File: src/rtl/monobit_test_ctrl_pkg.sv
// Shared types and constants for the monobit health-test controller.
// Holds the vector width, the controller state encoding and the result-width helper.
package keygen_pkg;

    localparam int VEC_W = 128;

    typedef enum logic [1:0] {
        IDLE    = 2'd0,
        COLLECT = 2'd1,
        FINAL   = 2'd2,
        DONE    = 2'd3
    } mono_state_t;

    // Width needed to hold an all-ones window of nb vectors without overflow.
    function automatic int tot_width(input int nb);
        return $clog2(nb * VEC_W + 1);
    endfunction

endpackage

File: src/rtl/monobit_test_ctrl_if.sv
// Control, entropy-beat and result signals of the monobit health test.
// master drives start/abort/beats; slave is the controller.
interface monobit_test_ctrl_if
    import keygen_pkg::*;
#(
    parameter int IN_W       = 8,
    parameter int NUM_BLOCKS = 16
);
    localparam int TOT_W = tot_width(NUM_BLOCKS);

    logic             start;
    logic             abort;
    logic             in_valid;
    logic [IN_W-1:0]  in_data;
    logic             in_ready;
    logic             busy;
    logic             done;
    logic             pass;
    logic [TOT_W-1:0] ones_total;

    modport master (
        output start, abort, in_valid, in_data,
        input  in_ready, busy, done, pass, ones_total
    );

    modport slave (
        input  start, abort, in_valid, in_data,
        output in_ready, busy, done, pass, ones_total
    );

endinterface

File: src/rtl/monobit_test_ctrl_sum_tree.sv
// sum_tree: combinational population count of one 128-bit vector.
// Result range 0..128 fits the 8-bit output.
module sum_tree
    import keygen_pkg::*;
(
    input  logic [VEC_W-1:0] in_vector,
    output logic [7:0]       out_sum
);

    always_comb begin
        out_sum = '0;
        for (int i = 0; i < VEC_W; i++) begin
            out_sum = out_sum + 8'(in_vector[i]);
        end
    end

endmodule

File: src/rtl/monobit_test_ctrl.sv
// Monobit/frequency health test: packs entropy beats into 128-bit vectors, counts ones over a window
// and flags pass against [LO_THR,HI_THR]. Define MONOBIT_CONTINUOUS_EN for back-to-back windows.
module monobit_test_ctrl
    import keygen_pkg::*;
#(
    parameter int IN_W       = 8,
    parameter int NUM_BLOCKS = 16,
    parameter int LO_THR     = 954,
    parameter int HI_THR     = 1094
) (
    input logic                clk,
    input logic                rst,
    monobit_test_ctrl_if.slave bus
);

    localparam int TOT_W = tot_width(NUM_BLOCKS);
    localparam int BEATS = VEC_W / IN_W;
    localparam int BC_W  = (BEATS > 1) ? $clog2(BEATS) : 1;
    localparam int KC_W  = (NUM_BLOCKS > 1) ? $clog2(NUM_BLOCKS) : 1;

    mono_state_t      state_q, state_d;
    logic [VEC_W-1:0] shreg_q, shreg_d;
    logic [VEC_W-1:0] vec_q, vec_d;
    logic [BC_W-1:0]  beat_cnt_q, beat_cnt_d;
    logic [KC_W-1:0]  blk_cnt_q, blk_cnt_d;
    logic             vec_vld_q, vec_vld_d;
    logic [TOT_W-1:0] acc_q, acc_d;
    logic [TOT_W-1:0] ones_total_q, ones_total_d;
    logic             done_q, done_d;
    logic             pass_q, pass_d;

    logic [7:0]       out_sum;
    logic [TOT_W-1:0] acc_sum;
    logic             hs;
    logic             last_beat;
    logic             last_blk;

    function automatic logic in_window(input logic [TOT_W-1:0] t);
        return (32'(t) >= 32'(LO_THR)) && (32'(t) <= 32'(HI_THR));
    endfunction

    sum_tree u_sum_tree (
        .in_vector (vec_q),
        .out_sum   (out_sum)
    );

    always_comb begin
        hs        = bus.in_valid && (state_q == COLLECT);
        last_beat = (beat_cnt_q == BC_W'(BEATS - 1));
        last_blk  = (blk_cnt_q == KC_W'(NUM_BLOCKS - 1));
        acc_sum   = acc_q + (vec_vld_q ? TOT_W'(out_sum) : '0);

        state_d      = state_q;
        shreg_d      = shreg_q;
        vec_d        = vec_q;
        beat_cnt_d   = beat_cnt_q;
        blk_cnt_d    = blk_cnt_q;
        vec_vld_d    = 1'b0;
        acc_d        = acc_sum;
        ones_total_d = ones_total_q;
        done_d       = 1'b0;
        pass_d       = pass_q;

        // abort drops the window but keeps the previously published result
        if (bus.abort) begin
            state_d    = IDLE;
            beat_cnt_d = '0;
            blk_cnt_d  = '0;
            acc_d      = '0;
        end else begin
            unique case (state_q)
                IDLE: begin
                    if (bus.start) state_d = COLLECT;
                end
                COLLECT: begin
                    if (hs) begin
                        shreg_d    = (shreg_q << IN_W) | VEC_W'(bus.in_data);
                        beat_cnt_d = last_beat ? '0 : beat_cnt_q + 1'b1;
                        if (last_beat) begin
                            vec_d     = shreg_d;
                            vec_vld_d = 1'b1;
                            blk_cnt_d = last_blk ? '0 : blk_cnt_q + 1'b1;
                            if (last_blk) state_d = FINAL;
                        end
                    end
                end
                FINAL: begin
                    // last vector is summed here; the result is published as DONE begins
                    state_d      = DONE;
                    done_d       = 1'b1;
                    ones_total_d = acc_sum;
                    pass_d       = in_window(acc_sum);
                    acc_d        = '0;
                end
                DONE: begin
`ifdef MONOBIT_CONTINUOUS_EN
                    state_d = COLLECT;
`else
                    state_d = IDLE;
`endif
                end
                default: state_d = IDLE;
            endcase
        end
    end

    always_ff @(posedge clk) begin
        if (rst) begin
            state_q      <= IDLE;
            shreg_q      <= '0;
            beat_cnt_q   <= '0;
            blk_cnt_q    <= '0;
            vec_vld_q    <= 1'b0;
            acc_q        <= '0;
            ones_total_q <= '0;
            done_q       <= 1'b0;
            pass_q       <= 1'b0;
        end else begin
            state_q      <= state_d;
            shreg_q      <= shreg_d;
            beat_cnt_q   <= beat_cnt_d;
            blk_cnt_q    <= blk_cnt_d;
            vec_vld_q    <= vec_vld_d;
            acc_q        <= acc_d;
            ones_total_q <= ones_total_d;
            done_q       <= done_d;
            pass_q       <= pass_d;
        end
    end

    // vec_q is only consumed while vec_vld_q is set, so it needs no reset
    always_ff @(posedge clk) begin
        vec_q <= vec_d;
    end

    assign bus.in_ready   = (state_q == COLLECT);
    assign bus.busy       = (state_q != IDLE);
    assign bus.done       = done_q;
    assign bus.pass       = pass_q;
    assign bus.ones_total = ones_total_q;

endmodule

File: src/flat_wrapper.sv
// flat-port wrapper written by rule: the top's interface ports become plain ports
module monobit_test_ctrl_flat import keygen_pkg::*;
#(
    parameter int IN_W       = 8,
    parameter int NUM_BLOCKS = 16,
    parameter int LO_THR     = 954,
    parameter int HI_THR     = 1094
)
  (clk, rst, bus_start, bus_abort, bus_in_valid, bus_in_data, bus_in_ready, bus_busy, bus_done, bus_pass, bus_ones_total);
  monobit_test_ctrl_if #(.IN_W(IN_W), .NUM_BLOCKS(NUM_BLOCKS)) bus_i ();
  input logic clk;
  input logic rst;
  input wire logic [$bits(bus_i.start)-1:0] bus_start;
  input wire logic [$bits(bus_i.abort)-1:0] bus_abort;
  input wire logic [$bits(bus_i.in_valid)-1:0] bus_in_valid;
  input wire logic [$bits(bus_i.in_data)-1:0] bus_in_data;
  output wire logic [$bits(bus_i.in_ready)-1:0] bus_in_ready;
  output wire logic [$bits(bus_i.busy)-1:0] bus_busy;
  output wire logic [$bits(bus_i.done)-1:0] bus_done;
  output wire logic [$bits(bus_i.pass)-1:0] bus_pass;
  output wire logic [$bits(bus_i.ones_total)-1:0] bus_ones_total;
  assign bus_i.start = bus_start;
  assign bus_i.abort = bus_abort;
  assign bus_i.in_valid = bus_in_valid;
  assign bus_i.in_data = bus_in_data;
  assign bus_in_ready = bus_i.in_ready;
  assign bus_busy = bus_i.busy;
  assign bus_done = bus_i.done;
  assign bus_pass = bus_i.pass;
  assign bus_ones_total = bus_i.ones_total;
  monobit_test_ctrl #(.IN_W(IN_W), .NUM_BLOCKS(NUM_BLOCKS), .LO_THR(LO_THR), .HI_THR(HI_THR)) u_core (.clk(clk), .rst(rst), .bus(bus_i));
endmodule
File: config.mk
export PLATFORM = sky130hd
export DESIGN_NAME = monobit_test_ctrl_flat
export DESIGN_NICKNAME = d
export VERILOG_FILES = /design/src/rtl/monobit_test_ctrl_pkg.sv /design/src/rtl/monobit_test_ctrl_if.sv /design/src/rtl/monobit_test_ctrl_sum_tree.sv /design/src/rtl/monobit_test_ctrl.sv /design/src/flat_wrapper.sv
export SDC_FILE = /design/constraint.sdc
export NUM_CORES = 1
export LEC_CHECK = 0
export ABC_AREA = 1
export BUFFER_PORTS_ARGS = -buffer_cell sky130_fd_sc_hd__buf_2
export CAP_MARGIN = 20
export CORE_MARGIN = 2
export CORE_UTILIZATION = 65
export DETAILED_ROUTE_END_ITERATION = 8
export HOLD_SLACK_MARGIN = 0.08
export PLACE_DENSITY = 0.82
export REMOVE_ABC_BUFFERS = 1
export SLEW_MARGIN = 15
export SYNTH_ARGS = -nofsm -noshare
export SYNTH_HDL_FRONTEND = slang
export SYNTH_SLANG_ARGS = --single-unit
File: constraint.sdc
create_clock -name clk -period 18.3 [get_ports clk]
set_clock_uncertainty 0.1 [all_clocks]
set_input_delay 0.915 -clock clk [delete_from_list [all_inputs] [get_ports clk]]
set_output_delay 0.915 -clock clk [all_outputs]
set_load 0.01 [all_outputs]
# Word-level counts from Yosys, hierarchy flattened
# Index checks and enable logic that the tools add are counted.
# Widths: inputs -> output; s select.
[word_totals]
regBits = 285
latch_bits = 0
ram_bits = 0
romBits = 0
input_bits = 13
out_inout_bits = 16
wordCells = 178
mem_count = 0
[op_classes]
addsub = 130
multipliers = 0
div = 0
magnitude_cmp = 2
eq_ne = 9
shifts = 0
mux = 10
bitwise_logic = 4
reduce_logical = 13
[ops]
columns = ["cell", "n"]
rows = [
  ["$add 8x1->8", 120],
  ["$or 128x8->128", 1],
  ["$add 12x12->12", 1],
  ["$ge 12x10->1 const B", 1],
  ["$le 12x11->1 const B", 1],
  ["$add 4x1->4 const B", 2],
  ["$add 7x1->8", 1],
  ["$eq 4x4->1 const B", 2],
  ["$mux 2", 4],
  ["$mux 4", 2],
  ["$mux 8", 1],
  ["$pmux 2 s4", 1],
  ["$reduce_and 4->1", 2],
  ["$add 6x1->7", 1],
  ["$add 5x1->6", 1],
  ["$ne 2x1->1 const B", 3],
  ["$reduce_and 3->1", 2],
  ["$add 4x1->5", 1],
  ["$add 3x1->4", 1],
  ["$eq 2x2->1 const B", 2],
  ["$reduce_and 2->1", 2],
  ["$reduce_or 4->1", 1],
  ["$add 2x1->3", 1],
  ["$not 1->1", 3],
  ["9 further kinds", 11],
]

# Depth between registers and ports, before layout
# Gate-level depths: netlist of run 1.
[depth]
word_depth = 131
depth_mapped = 42
depth_no_buf = 42

# Hierarchy
# Synthesis of run 1 repeated with hierarchy kept, for this count alone.
[hier_totals]
cells_unflattened = 1307
hier_area_um2 = 13421.6
[by_module_without_submodules]
columns = ["module", "n_inst", "cells_each", "area_per_inst_um2", "seq_area_each_um2"]
rows = [
  ["monobit_test_ctrl", 1, 956, 9969.6, 6986.7],
  ["sum_tree", 1, 351, 3452.1, 0.0],
]

# Least setup slack after synthesis of run 1
# OpenSTA, ideal clock, no wires.
[synth_timing]
path_kind = "register -> register"
from = "register u_core.vec_q[53]"
to = "register u_core.pass_q, in the netlist u_core.bus.pass"
setup_time_ns = 0.066
t_arrival_ns = 8.023
required_time_ns = 18.134
path_slack_ns = 10.111
path_stages_with_launch = 38
n_path_buf = 0
period_less_slack_ns = 8.189
cell_sequence = "edfxtp_1 fa_1 inv_1 fa_1 inv_1 fa_1 fa_1 inv_1 fa_1 fa_1 inv_1 fa_1 fa_1 inv_1 fa_1 fa_1 fa_1 nor2_1 [... 2 more ...] nand2_1 inv_1 nor2_1 o21bai_1 o21ai_0 a21oi_1 ha_1 nand2_1 nand2_1 a21boi_0 nand3_1 nand2_1 nand2_1 nor2_1 nand3_1 nand2_2 nand3_2 a21oi_2"
[synth_between]
elab_chain_len = 79
word_cells_on_any_way = 80
cone_classes = "76 x add/sub; 2 x order compare; 1 x mux; 1 x reduce/logical"
[synth_lines]
columns = ["element", "line", "source"]
rows = [
  ["from (decl)", "monobit_test_ctrl.sv:23", "logic [VEC_W-1:0] vec_q, vec_d;"],
  ["from (signal assigned)", "monobit_test_ctrl.sv:133", "vec_q <= vec_d;"],
  ["$add 8x1->8 * (75 in a row)", "monobit_test_ctrl_sum_tree.sv:13", "out_sum = out_sum + 8'(in_vector[i]);"],
  ["$mux 8 *", "monobit_test_ctrl.sv:51", "acc_sum = acc_q + (vec_vld_q ? TOT_W'(out_sum) : '0);"],
  ["$add 12x12->12 *", "monobit_test_ctrl.sv:51", ""],
  ["$ge 12x10->1 or $le 12x11->1 (tied branches)", "monobit_test_ctrl.sv:39", "return (32'(t) >= 32'(LO_THR)) && (32'(t) <= 32'(HI_THR));"],
  ["$logic_and 1x1->1 *", "monobit_test_ctrl.sv:39", ""],
  ["to (signal assigned)", "monobit_test_ctrl.sv:127", "pass_q <= pass_d;"],
  ["to (decl)", "monobit_test_ctrl.sv:30", "logic pass_q, pass_d;"],
]
# Mark *: on every way between the ends. The rest lies on a longest branch, timed or not.
# A chain may end at the register's enable or synchronous reset.

# Final worst setup path of run 1
[layout_timing]
from = "register u_core.vec_q[35]"
to = "register u_core.pass_q, in the netlist u_core.bus.pass"
[layout_between]
elab_chain_len = 97
word_cells_on_any_way = 98
cone_classes = "94 x add/sub; 2 x order compare; 1 x mux; 1 x reduce/logical"
[layout_lines]
columns = ["element", "line"]
rows = [
  ["$add 8x1->8 * (93 in a row)", "monobit_test_ctrl_sum_tree.sv:13"],
  ["$mux 8 *", "monobit_test_ctrl.sv:51"],
  ["$add 12x12->12 *", "monobit_test_ctrl.sv:51"],
  ["$ge 12x10->1 or $le 12x11->1 (tied branches)", "monobit_test_ctrl.sv:39"],
  ["$logic_and 1x1->1 *", "monobit_test_ctrl.sv:39"],
]
# Marks and branches as above.

==> impl_metrics.json, run 1 <==
{
  "syn_area_per_cell_sq_um": 10.35,
  "synth_seq_cells": 285,
  "critPathTopFamily": "adder cells",
  "grt-ovfl-total": 0,
  "cts_tree": "done",
  "final-seq-area_sq_um": 6987,
  "antenna_found_initial": 0,
  "vias": 8604,
  "powerDensity_nw_per_um2": 86.95,
  "grt_use_total_pct": 24.28,
  "synth_sequential_area_ratio_pct": 52.07,
  "cp_max_fo": 5,
  "critical_path.slowest_cell": "fa_1",
  "drv_cap": 0,
  "synthFlopType": "dfxtp_1",
  "wl_um": 25480,
  "fmax_ghz": 0.1129,
  "htreeDepth": 1,
  "regToRegEndpoint": "u_core.bus.pass$_SDFFE_PP0P_",
  "grt_pass1_wl_um": 42480,
  "drive_above_1_share_pct": 7.744,
  "timing_worst_setup_path_type": "reg -> reg",
  "fin_crit_sh_pct": 48.39,
  "reg2reg_depth": 38,
  "die_w_um": 147.7,
  "p_leak_uw": 0.006945,
  "required_ps": 18660,
  "ant_nets": 0,
  "drtIter0Drc": 552,
  "grt_max_degree": 101,
  "synth.distinct_cells": 33,
  "clock_path_buffers": 3,
  "cts_num_sinks": 285,
  "multiInputGateArea_sq_um": 5371,
  "ys_top_cells_by_area": "edfxtp_1 (29%), dfxtp_1 (23%), fa_1 (17%), nor2_1 (7.7%), inv_1 (6.7%)",
  "ctsHoldBuffers": 0,
  "comb_power_share_pct": 2.4,
  "start_util_pct": 66.32,
  "rows": 52,
  "cp_data_arrival_time_ps": 9210,
  "crit_start": "u_core.vec_q[35]$_DFFE_PP_",
  "yosys_warnings": 0,
  "place_congestion": 0.8532,
  "synthArstFlopShare_pct": 0,
  "critPathMostFrequentCell": "fa_1",
  "setup_tns_ps": 0,
  "viasPerCell": 5.334,
  "min_period_ps": 8856,
  "die_y_um": 147.7,
  "hp-class": "reg -> reg",
  "cts_buffers": 29,
  "grt_pass1_vias": 8862,
  "finalSetupViolations": 0,
  "io_buffers": 28,
  "drc": 0,
  "syn-cell-area_sq_um": 13420,
  "pin_count": 29,
  "hpwl_um": 16530,
  "wire_per_inst_um": 15.80,
  "num-fill-cells": 1307,
  "cts_root_buf": "clkbuf_16",
  "endpoint_kind": "register",
  "nNetsFinal": 1488,
  "power_switching_uw": 274.0,
  "antennaDiodeCount": 0,
  "synth_edf_count": 128,
  "critPathLaunchType": "register",
  "synth.most_common_cell": "nor2_1",
  "switching_share_pct": 21.42,
  "worst-path-buf-inv": 8,
  "r2r_start": "u_core.vec_q[35]$_DFFE_PP_",
  "rsz0062_at_grt": "no",
  "synth.top_cell.area_share_pct": 28.64,
  "tightest_slew_ps": 1119,
  "clk_latency_ps": 560,
  "clk_pin_slew_worst_paths_ps": 60,
  "maxSlewViolCount": 0,
  "ir_drop_uv": 61.52,
  "r2r_slack_ps": 9440,
  "first_pass_iters": 5,
  "utilization_pct": 72.72,
  "core_area_sq_um": 20230,
  "yosys.area.top_type": "edfxtp_1",
  "clkPwrFrac_pct": 44.6,
  "hp-start": "u_core.shreg_q[115]$_SDFFE_PP0P_",
  "hold_viol": 0,
  "cpPeakStageDelay_ps": 610,
  "die_area_sq_um": 21810,
  "p_seq_share_pct": 53.1,
  "synth_cells": 1297,
  "min_path_cells": 0,
  "synthToLayoutAreaGrowth_pct": 9.660,
  "p_int_uw": 1006,
  "hold_end": "u_core.vec_q[123]$_DFFE_PP_",
  "synth_common_cells": "nor2_1 (276), inv_1 (239), dfxtp_1 (157), o21ai_0 (139), edfxtp_1 (128)",
  "cts-resized-gates": 0,
  "status": "completed",
  "cts_setup_buffers": 0,
  "slew_headroom_pct": 25.41
}
## per-layer routing
| layer | routed length (um) | global-route usage, % |
|---|---|---|
| met5 | 0 | 0 |
| met2 | 13070 | 42.95 |
| met4 | 805 | 8.077 |
| met3 | 1094 | 3.333 |
| met1 | 10510 | 31.17 |
## through the flow
stage               cell area (sq um)  total power (uW)  setup WS [ps]  instances  hold slack, ps
CTS                             14720              1284           9410       1613           325.5
global route                    14720              1313           8966       1613           338.3
floorplan                       13250             709.5          10110       1254           303.0
finish                          14720              1280           9444       1613           325.8
global placement                13790             720.1           9837       1559           309.8
detailed placement              13790             721.7           9512       1559           311.7
## power groups by stage
stage / combinational, uW / clock, uW / sequential [uW]
3_5_place_dp: 29.4 / 0 / 692
2_1_floorplan: 19.0 / 0 / 691
5_1_grt: 34.3 / 599 / 680
6_report: 30.1 / 570 / 679
4_1_cts: 30.0 / 575 / 679
3_3_place_gp: 28.1 / 0 / 692
## cells in the final DEF (no fill, tap or decap), types with 3 or more instances in the layout
master,synthesis,routed
inv_2,2,3
clkbuf_16,0,29
nand4_1,3,3
inv_1,239,237
o211ai_1,7,7
a21oi_1,18,18
buf_2,8,28
nor3_1,4,4
nand3_1,23,23
dfxtp_1,157,157
clkinv_2,0,8
edfxtp_1,128,128
buf_4,0,7
nand3b_1,3,3
fa_1,116,116
ha_1,39,39
nand2_1,72,72
clkbuf_8,0,4
o21ai_0,139,139
nor2_1,276,274
nor2_4,1,3
clkbuf_1,35,8
nand2_2,9,9
## final cells by class
type,count,share of cell area (%)
multi-input cells,728,36.50
repair buffers,35,1.309
inverters,241,6.156
well taps,270,2.296
flip-flops and latches,285,47.48
clock inverters,13,0.7482
clock buffers,41,5.510
## flip-flops by register name, indices dropped and copies added, names as in the netlist
name                   cells
u_core.vec_vld_q           1
u_core.bus.pass            1
u_core.blk_cnt_q           4
u_core.bus.ones_total     12
u_core.beat_cnt_q          4
u_core.vec_q             128
u_core.shreg_q           120
u_core.state_q             2
u_core.bus.done            1
u_core.acc_q              12
## worst max-delay path by stage
stage / to / slack (ps) / cells after the start
floorplan: u_core.bus.ones_total[10]$_SDFFE_PP0P_ / 10110 / 37
global placement: u_core.bus.pass$_SDFFE_PP0P_ / 9840 / 37
detailed placement: u_core.bus.pass$_SDFFE_PP0P_ / 9510 / 38
CTS: u_core.bus.pass$_SDFFE_PP0P_ / 9410 / 38
global route: u_core.bus.pass$_SDFFE_PP0P_ / 8970 / 38
finish: u_core.bus.pass$_SDFFE_PP0P_ / 9440 / 38
## kinds of logic after synthesis
kind of cell               synth area share, %
and+or+nand+nor                          12.00
adders and majority gates                20.94
xor gates and xnor gates                0.4383
DFF                                      52.07
buffers and inverters                    8.019
AOI/OAI and AO/OA                        6.536
No activity file was read; power rests on OpenSTA's default activity.
==> inputs of run 2 (changes only) <==
--- a/config.mk
+++ b/config.mk
@@ -5,14 +5,14 @@
 export SDC_FILE = /design/constraint.sdc
 export NUM_CORES = 1
 export LEC_CHECK = 0
-export ABC_AREA = 1
+export ABC_AREA = 0
 export BUFFER_PORTS_ARGS = -buffer_cell sky130_fd_sc_hd__buf_2
 export CAP_MARGIN = 20
 export CORE_MARGIN = 2
-export CORE_UTILIZATION = 65
+export CORE_UTILIZATION = 63
 export DETAILED_ROUTE_END_ITERATION = 8
 export HOLD_SLACK_MARGIN = 0.08
-export PLACE_DENSITY = 0.82
+export PLACE_DENSITY = 0.8
 export REMOVE_ABC_BUFFERS = 1
 export SLEW_MARGIN = 15
 export SYNTH_ARGS = -nofsm -noshare
==> constraint.sdc (replaced) <==
create_clock -name clk -period 9.2 [get_ports clk]
set_clock_uncertainty 0.1 [all_clocks]
set_input_delay 0.46 -clock clk [delete_from_list [all_inputs] [get_ports clk]]
set_output_delay 0.46 -clock clk [all_outputs]
set_load 0.01 [all_outputs]
==> run 2 against run 1 <==
Against the previous run: register-to-register slack lost 9300 ps; worst setup slack worse by 9300 ps; first-iteration DRC count down 1.8%; sequential share of layout area grew 0.085 points; total power is 96% higher; combinational power is 16% higher; largest cell class unchanged.
==> impl_metrics.json, run 2 <==
{
  "critPathLaunchType": "register",
  "syn-cell-area_sq_um": 13140,
  "cts_root_buf": "clkbuf_16",
  "ant_nets": 0,
  "first_pass_iters": 5,
  "synthFlopType": "dfxtp_1",
  "rows": 52,
  "slew_headroom_pct": 30.15,
  "drv_cap": 0,
  "hp-class": "in -> reg",
  "synth_common_cells": "nand2_1 (261), inv_1 (193), dfxtp_1 (157), a21oi_1 (138), edfxtp_1 (128)",
  "core_area_sq_um": 20360,
  "synth_cells": 1199,
  "final_cell_mix": "nand2_1 (261), inv_1 (193), dfxtp_1 (157), a21oi_1 (136), edfxtp_1 (128)",
  "fmax_ghz": 0.1109,
  "grt-ovfl-total": 0,
  "hpwl_um": 15480,
  "num-fill-cells": 1316,
  "die_area_sq_um": 22020,
  "yosys_warnings": 0,
  "required_ps": 9570,
  "rsz0062_at_grt": "yes",
  "grt_pass1_wl_um": 39830,
  "worst-path-buf-inv": 6,
  "drc": 0,
  "regMostFlops": "u_core.vec_q",
  "vias": 8106,
  "utilization_pct": 72.13,
  "clk_pin_slew_worst_paths_ps": 70,
  "hp-start": "bus_in_valid",
  "tightest_slew_ps": 1045,
  "gr-usage-met2_pct": 39.95,
  "hold_end": "u_core.beat_cnt_q[1]$_SDFFE_PP0P_",
  "grt_use_total_pct": 22.45,
  "cts_num_sinks": 285,
  "yosys.area.top_type": "edfxtp_1",
  "cts_tree": "done",
  "pin_count": 29,
  "grtUsageMet1_pct": 29.31,
  "min_period_ps": 9018,
  "finalSetupViolations": 0,
  "cp_max_fo": 4,
  "antennaDiodeCount": 0,
  "timing_worst_setup_path_type": "reg -> reg",
  "power_switching_uw": 501.4,
  "layout_commonest_cell": "nand2_1",
  "r2r_slack_ps": 180,
  "critPathMostFrequentCell": "fa_1",
  "endpoint_kind": "register",
  "p_leak_uw": 0.005820,
  "ir_drop_uv": 148.8,
  "busiest_layer": "met2",
  "syn_area_per_cell_sq_um": 10.96,
  "die_w_um": 148.4,
  "critical_path.slowest_cell": "fa_1",
  "io_buffers": 28,
  "whs_ps": 136.4,
  "ys_top_cells_by_area": "edfxtp_1 (29%), dfxtp_1 (24%), fa_1 (18%), nand2_1 (7.5%), inv_1 (5.5%)",
  "p_total_uw": 2508,
  "r2r_start": "u_core.vec_q[53]$_DFFE_PP_",
  "cts_buffers": 28,
  "critPathTopFamily": "adder cells",
  "use_met3_pct": 3.558,
  "reg2reg_depth": 30,
  "start_util_pct": 64.51,
  "wire_per_inst_um": 16.11,
  "cp_data_arrival_time_ps": 9380,
  "place_congestion": 0.7906,
  "synth.top_cell.area_share_pct": 29.26,
  "synth_seq_cells": 285,
  "drtIter0Drc": 542,
  "synth.most_common_cell": "nand2_1",
  "synthToLayoutAreaGrowth_pct": 11.81,
  "synth_edf_count": 128,
  "placed_cells": 1458,
  "clkPwrFrac_pct": 46.2,
  "synth_sequential_area_ratio_pct": 53.18,
  "grt_pass1_vias": 8296,
  "htreeDepth": 1,
  "viasPerCell": 5.326,
  "min_path_cells": 3,
  "comb_power_share_pct": 1.4,
  "regToRegEndpoint": "u_core.bus.pass$_SDFFE_PP0P_",
  "synthArstFlopShare_pct": 0,
  "die_y_um": 148.4,
  "fin_cells": 1522,
  "placedInstanceArea_sq_um": 13510,
  "switching_share_pct": 19.99,
  "antenna_found_initial": 0,
  "drive_above_1_share_pct": 8.706,
  "clk_latency_ps": 540,
  "status": "completed",
  "design_area_sq_um": 14690,
  "hold_viol": 0,
  "reg.largest.list": "u_core.vec_q: 128 flops, u_core.shreg_q: 120 flops",
  "fin_crit_sh_pct": 98.02,
  "clock_path_buffers": 3,
  "p_int_uw": 2007,
  "grt_max_degree": 89,
  "maxSlewViolCount": 0,
  "final-seq-area_sq_um": 6987,
  "wl_um": 24510,
  "powerDensity_nw_per_um2": 170.8,
  "p_seq_share_pct": 52.4,
  "nNetsFinal": 1398,
  "synth.distinct_cells": 40,
  "cpPeakStageDelay_ps": 570,
  "multiInputGateArea_sq_um": 5378,
  "largest_reg_flops": 128
}
run 2: cell types whose count changed after synthesis, moves of 6 or more:
| cell | change |
|---|---|
| nand2_1 | +189 |
| xor2_1 | +7 |
| nor2_1 | -244 |
| and2_1 | +9 |
| inv_1 | -46 |
| clkbuf_1 | +10 |
| nor2b_1 | +9 |
| o21ai_0 | -134 |
| nand2_2 | -9 |
| o211ai_1 | -6 |
| nand3_1 | -16 |
| buf_2 | -8 |
| a21oi_1 | +120 |
run 2: worst max-delay path by stage:
stage | startpoint | endpoint | slack, ps | depth (start not counted)
after detailed placement | u_core.vec_q[53]$_DFFE_PP_ | u_core.bus.pass$_SDFFE_PP0P_ | 190 | 31
after global placement | u_core.vec_q[53]$_DFFE_PP_ | u_core.bus.pass$_SDFFE_PP0P_ | 410 | 31
final | u_core.vec_q[53]$_DFFE_PP_ | u_core.bus.pass$_SDFFE_PP0P_ | 180 | 30
after floorplan | u_core.vec_q[53]$_DFFE_PP_ | u_core.bus.pass$_SDFFE_PP0P_ | 660 | 31
after CTS | u_core.vec_q[53]$_DFFE_PP_ | u_core.bus.pass$_SDFFE_PP0P_ | 120 | 31
after global routing | u_core.vec_q[83]$_DFFE_PP_ | u_core.bus.pass$_SDFFE_PP0P_ | -140 | 30
run 2: stage by stage:
stage                     setup slack [ps]  TNS (ps)
after global routing                -143.9    -312.5
after CTS                            119.3         0
final                                182.2         0
after detailed placement             186.4         0
after global placement               407.4         0
after floorplan                      659.0         0
run 2: metal layers:
| layer | vias up | share of wire, % | wire length, um |
|---|---|---|---|
| met1 | 4052 | 41 | 10120 |
| met5 | - | 0 | 0 |
| met3 | 43 | 4.0 | 981 |
| met4 | 0 | 1.9 | 474 |
| met2 | 170 | 53 | 12940 |
| li1 | 3841 | - | - |
run 2: logic make-up (layout without fill, tap and decap cells):
| kind of cell | count (synthesis) | in the layout | share of synthesized area (%) |
|---|---|---|---|
| mux | 2 | 2 | 0.1524 |
| flops | 285 | 285 | 53.18 |
| simple gates | 340 | 340 | 10.55 |
| xor+xnor | 15 | 15 | 1.057 |
| compound gates | 164 | 164 | 6.867 |
| buf+inv | 238 | 291 | 6.800 |
| fa+ha+maj | 155 | 155 | 21.39 |
run 2: area by class of cell:
class	count	share of cell area (%)
Clock buffer	32	5.009
Timing Repair Buffer	46	2.164
Multi-Input combinational cell	676	36.61
Tap cell	270	2.300
Inverter	193	4.932
Clock inverter	20	1.422
Sequential cell	285	47.56
run 2: what timing repair did:
item,CTS,global route
hold buffers,8,0
setup endpoints to repair,0,7
resized for setup,0,18
buffers inserted,0,3
endpoints found under the hold margin,13,0
run 2: power groups by stage:
stage / registers [uW] / logic (uW) / clock network (uW)
after global placement: 1340 / 31.2 / 0
after detailed placement: 1340 / 32.1 / 0
after global routing: 1310 / 38.2 / 1230
after CTS: 1310 / 35.0 / 1180
final: 1310 / 35.0 / 1160
after floorplan: 1340 / 11.6 / 0
run 2: worst reg2reg max path: cells and delay by family (launching register included):
kind	cells	cell delay [ps]
buf+inv	6	470
simple gates	6	1040
xor+xnor	2	400
flops	1	390
compound gates	4	620
fa+ha+maj	12	5930
